==> config.mk <==
export PLATFORM = sky130hd
export DESIGN_NAME = add_sub_seq
export DESIGN_NICKNAME = d
export VERILOG_FILES = /design/src/rtl/add_sub_seq_pkg.sv /design/src/rtl/add_sub_seq_add_chunk.sv /design/src/rtl/add_sub_seq.sv
export SDC_FILE = /design/constraint.sdc
export NUM_CORES = 1
export LEC_CHECK = 0
export CELL_PAD_IN_SITES_DETAIL_PLACEMENT = 1
export CELL_PAD_IN_SITES_GLOBAL_PLACEMENT = 1
export CORE_AREA = 2 2 137 139
export CTS_CLUSTER_SIZE = 8
export DETAILED_ROUTE_END_ITERATION = 8
export DIE_AREA = 0 0 139 141
export PLACE_DENSITY_LB_ADDON = 0.1
export SYNTH_ARGS = -nofsm -noshare
export SYNTH_HDL_FRONTEND = slang
export SYNTH_SLANG_ARGS = --single-unit
==> constraint.sdc <==
create_clock -name clk -period 4.6 [get_ports clk]
set_input_delay 1.15 -clock clk [delete_from_list [all_inputs] [get_ports clk]]
set_output_delay 1.15 -clock clk [all_outputs]
set_load 0.005 [all_outputs]
==> src/rtl/add_sub_seq_pkg.sv <==
// Shared FSM states, operation codes and sizing helper for the chunked adder/subtractor.
package add_sub_seq_pkg;

  typedef enum logic [1:0] {
    ST_IDLE = 2'd0,
    ST_CALC = 2'd1,
    ST_DONE = 2'd2
  } state_t;

  localparam logic OP_ADD = 1'b0;
  localparam logic OP_SUB = 1'b1;

  // Index counter width: clog2 of the chunk count, never narrower than one bit.
  function automatic int idx_width(input int n);
    return (n > 1) ? $clog2(n) : 1;
  endfunction

endpackage

==> src/rtl/add_sub_seq_add_chunk.sv <==
// CHUNK-bit ripple adder; also reports the carry into its top bit for signed overflow.
module add_sub_seq_add_chunk #(
  parameter int CHUNK = 8
) (
  input  logic [CHUNK-1:0] a,
  input  logic [CHUNK-1:0] b,
  input  logic             cin,
  output logic [CHUNK-1:0] sum,
  output logic             cout,
  output logic             c_msb_in
);

  logic [CHUNK:0] cy;

  always_comb begin
    cy    = '0;
    sum   = '0;
    cy[0] = cin;
    for (int i = 0; i < CHUNK; i++) begin
      sum[i]  = a[i] ^ b[i] ^ cy[i];
      cy[i+1] = (a[i] & b[i]) | (a[i] & cy[i]) | (b[i] & cy[i]);
    end
  end

  assign cout     = cy[CHUNK];
  assign c_msb_in = cy[CHUNK-1];

endmodule

==> src/rtl/add_sub_seq.sv <==
// Multi-cycle adder/subtractor: one CHUNK-bit slice per cycle through a single shared
// ripple adder, carry held in a register between slices, valid/ready on both sides.
module add_sub_seq
  import add_sub_seq_pkg::*;
#(
  parameter int WIDTH   = 32,
  parameter int CHUNK   = 8,
  parameter int ABS_OUT = 0
) (
  input  logic             clk,
  input  logic             rst_n,
  input  logic             in_valid,
  output logic             in_ready,
  input  logic [WIDTH-1:0] a,
  input  logic [WIDTH-1:0] b,
  input  logic             sub,
  output logic             out_valid,
  input  logic             out_ready,
  output logic [WIDTH-1:0] result,
  output logic             c,
  output logic             overflow,
  output logic             zero,
  output logic             neg
);

  localparam int N  = WIDTH / CHUNK;
  localparam int IW = idx_width(N);
  localparam logic [IW-1:0] LAST = IW'(N - 1);

  state_t           state;
  logic [IW-1:0]    idx;
  logic [WIDTH-1:0] a_q;
  logic [WIDTH-1:0] b_q;
  logic [WIDTH-1:0] sum_q;
  logic             carry_q;

  logic [CHUNK-1:0] ch_sum;
  logic             ch_cout;
  logic             ch_cmsb;
  logic [WIDTH-1:0] sum_full;
  logic [WIDTH-1:0] mag;

  add_sub_seq_add_chunk #(.CHUNK(CHUNK)) u_chunk (
    .a        (a_q[int'(idx)*CHUNK +: CHUNK]),
    .b        (b_q[int'(idx)*CHUNK +: CHUNK]),
    .cin      (carry_q),
    .sum      (ch_sum),
    .cout     (ch_cout),
    .c_msb_in (ch_cmsb)
  );

  // Partial sum with the current slice merged in; complete once idx reaches LAST.
  always_comb begin
    sum_full = sum_q;
    sum_full[int'(idx)*CHUNK +: CHUNK] = ch_sum;
  end

  // Most negative value wraps to itself, matching WIDTH-bit two's-complement negation.
  assign mag = sum_full[WIDTH-1] ? (~sum_full + WIDTH'(1)) : sum_full;

  assign in_ready = (state == ST_IDLE) && rst_n;

  always_ff @(posedge clk) begin
    if (!rst_n) begin
      state     <= ST_IDLE;
      idx       <= '0;
      a_q       <= '0;
      b_q       <= '0;
      sum_q     <= '0;
      carry_q   <= 1'b0;
      result    <= '0;
      c         <= 1'b0;
      overflow  <= 1'b0;
      zero      <= 1'b0;
      neg       <= 1'b0;
      out_valid <= 1'b0;
    end else begin
      case (state)
        ST_IDLE: begin
          if (in_valid) begin
            a_q     <= a;
            b_q     <= (sub == OP_ADD) ? b : ~b;
            carry_q <= (sub == OP_SUB);
            sum_q   <= '0;
            idx     <= '0;
            state   <= ST_CALC;
          end
        end
        ST_CALC: begin
          sum_q   <= sum_full;
          carry_q <= ch_cout;
          if (idx == LAST) begin
            result    <= (ABS_OUT != 0) ? mag : sum_full;
            c         <= ch_cout;
            overflow  <= ch_cout ^ ch_cmsb;
            zero      <= (sum_full == '0);
            neg       <= sum_full[WIDTH-1];
            out_valid <= 1'b1;
            state     <= ST_DONE;
          end else begin
            idx <= idx + IW'(1);
          end
        end
        ST_DONE: begin
          if (out_ready) begin
            out_valid <= 1'b0;
            state     <= ST_IDLE;
          end
        end
        default: state <= ST_IDLE;
      endcase
    end
  end

endmodule
==> metrics <==
f_max=roughly 0.22 GHz; Pre-antenna DRT Iters=6; Post-DP Area=between 0.007 and 0.008 mm^2; share of layout cells above drive strength 1=approximately a tenth; # nets final=between 800 and 900; number of remaining DRC errors=0; Worst EP arrival=4.85 ns; Post-Syn Area=~0.0064 mm^2; Final min period=about 4.5 ns; Core Region=~0.018 mm^2; Rows=50; TNS Setup=0 ns; ys async rst share=0%; clk slew on worst S/H paths=roughly 0.060 ns; hold path cells=2; clock buffer count from CTS=17; power per cell area=between 300 and 400 mW/mm^2; Lkg Pwr=about 0.0028 uW; worst hold path type=register to register; Total Power=3220 uW; root buf cell=clkbuf_16; Warnings, synthesis=0; most frequent cells in the layout=dfxtp_1, nor2_1, clkdlybuf4s50_1, nand2_1, a211oi_1; IO Pins=around 110; final slew viol count=0; Startpoint Class=register; Worst Hold Launch=a_q[2]$_SDFFE_PN0P_; I/O Buffers=106; total number of vias=5377; diode count=0; register area share after synthesis=43.0%; gp weighted congestion=~0.83; Starting Density=about a third; Most used DFF post-synth=dfxtp_1; critical path class=register to register; # H-tree levels=4; CTS tree=built; R2R depth=14; clk buf depth=2; synthesis-stage register bit count=around 140; pin count of the biggest net entering global routing=between 90 and 100; RSZ-0062 raised after global routing=true; worst reg-to-reg setup slack=0.1 ns; Post-synth EDFFs=0; Min-Delay Endpoint=a_q[2]$_SDFFE_PN0P_; Worst setup EP type=register; count of final setup violators=0; Routed Antenna Nets=0; GRT overflow=0; Die Wd=about 140 um; final hold violation count=0; first-pass GRT wire length=29200 um; Post-DP HPWL=about 12000 um; worst skew pair latency=0.43 ns; syn_nets=800; crit share post-route=~98%; Mapped Cells=approximately 720; Worst VDD drop=0.304 mV; Yosys cell types=44; average vias per placed instance=around 5.2; initial antenna violation count=0; Die H=141 um; Critical R2R Capture=zero$_SDFFE_PN0P_; die area=0.0196 mm^2; Slew HR=around a fifth; Filler cells=2080; Worst-Margin Slew=between 1 and 1.5 ns; Max Cap Violations=0; Finished Core Util=45.0%; Layout area overhead=29.0%; cts hold-fix bufs=0; post-layout instance area=roughly 0.008 mm^2; Synth Area per Inst=a little under 9 um^2; Tot GR Track Use=a little under a fifth; most common cell after layout, fill and taps aside=dfxtp_1; dpl ws=-0.0545 ns; CTS Sinks=137; critical path peak fanout=6; Detailed Route WL=approximately 18000 um; vias in the first global route=5585; Worst Path Required=~4.9 ns; wire per inst=17.6 um; worst r2r src=idx[0]$_SDFFE_PN0P_; Detailed Route Iter0 Violations=roughly 250; Worst Setup Slack, final=slightly below 0.1 ns; status=finished, final reports clean; clk_skew=between 0.01 and 0.015 ns
[final cells by class]
class	count	area, um^2	area share (%)
Clock buffer	18	439	5.34
Clock inverter	14	219	2.66
Inverter	26	98.8	1.20
Multi-Input combinational cell	490	3280	40.0
Sequential cell	137	2750	33.4
Tap cell	234	293	3.56
Timing Repair Buffer	117	1140	13.9
[worst max-delay path by stage]
stage | startpoint | endpoint | slack [ns] | cells after the start
final | idx[0]$_SDFFE_PN0P_ | zero$_SDFFE_PN0P_ | 0.1 | 14
after floorplan | idx[0]$_SDFFE_PN0P_ | zero$_SDFFE_PN0P_ | -0.01 | 16
after detailed placement | idx[1]$_SDFFE_PN0P_ | zero$_SDFFE_PN0P_ | -0.05 | 14
after global routing | idx[0]$_SDFFE_PN0P_ | zero$_SDFFE_PN0P_ | -0.06 | 14
after CTS | idx[0]$_SDFFE_PN0P_ | zero$_SDFFE_PN0P_ | 0.001 | 14
after global placement | idx[0]$_SDFFE_PN0P_ | zero$_SDFFE_PN0P_ | 0.14 | 14
[power breakdown]
part | switching, uW | internal [uW] | leakage [uW]
logic | 231 | 193 | 0.00141
clock network | 550 | 979 | 0.000317
registers | 30.1 | 1230 | 0.00112
total | 810 | 2410 | 0.00284
[registers in the layout, indices dropped and copies added, names as in the netlist]
signal and count:
zero 1, c 1, overflow 1, out_valid 1, carry_q 1, state 2
idx 2, b_q 32, sum_q 32, result 32, a_q 32
[cells in the mapped netlist, types with 2 or more instances]
library cell / count / share of area (%)
dfxtp_1: 137 / 43
nor2_1: 119 / 7.0
nand2_1: 69 / 4.1
a211oi_1: 60 / 7.1
a21oi_1: 37 / 2.9
xnor2_1: 33 / 4.5
nor2b_1: 31 / 3.0
clkbuf_1: 29 / 1.7
inv_1: 26 / 1.5
a2bb2oi_1: 25 / 3.4
buf_2: 25 / 2.0
a31oi_1: 24 / 2.4
mux4_2: 16 / 5.7
a22oi_1: 10 / 1.2
fa_1: 8 / 2.5
nor3_1: 8 / 0.63
o22ai_1: 7 / 0.69
ha_1: 6 / 1.2
nor4_1: 6 / 0.59
buf_1: 5 / 0.29
buf_4: 4 / 0.47
nand3_1: 3 / 0.24
o2111ai_1: 3 / 0.41
and2_1: 2 / 0.20
nand4_1: 2 / 0.20
nand4b_1: 2 / 0.27
nand4bb_1: 2 / 0.35
o21ai_0: 2 / 0.16
[per-layer routing]
layer	global-route usage [%]	wire [um]	part of all wire, %
met5	0	0	0
met4	6.11	339	1.9
met1	23.3	8120	45
met2	32.4	8980	49
met3	4.28	761	4.2
[per-stage QoR]
stage	cells	hold WS (ns)
after global routing	1036	0.478
after detailed placement	1002	0.451
after global placement	1002	0.440
after CTS	1035	0.459
after floorplan	717	0.433
final	1036	0.456
[repair_timing]
action,4_1_cts,5_1_grt
resized for setup,2,4
pin swaps,2,5
endpoints found under the setup margin,1,7
buffers inserted,1,1
[cells by family (layout without fill, tap and decap cells)]
| group | after synthesis | in the layout | synth area share [%] |
|---|---|---|---|
| AO/OA/AOI/OAI | 174 | 174 | 19.1 |
| XOR/XNOR | 33 | 33 | 4.54 |
| adder cells (fa/ha/maj) | 14 | 14 | 3.69 |
| buffers and inverters | 90 | 175 | 6.05 |
| flip-flops | 137 | 137 | 43.0 |
| multiplexers | 17 | 17 | 5.83 |
| AND/OR/NAND/NOR | 252 | 252 | 17.7 |
[critical path, cell delays in order (launching register included)]
cell	delay, ns
dfxtp_4	0.37
mux4_2	0.35
fa_1	0.18
inv_1	0.06
fa_2	0.33
fa_2	0.35
fa_2	0.36
fa_2	0.34
fa_2	0.35
fa_2	0.37
fa_1	0.55
nand4b_1	0.16
o2111ai_2	0.24
o2111ai_2	0.17
o31ai_2	0.24
No activity file was read; power rests on OpenSTA's default activity.
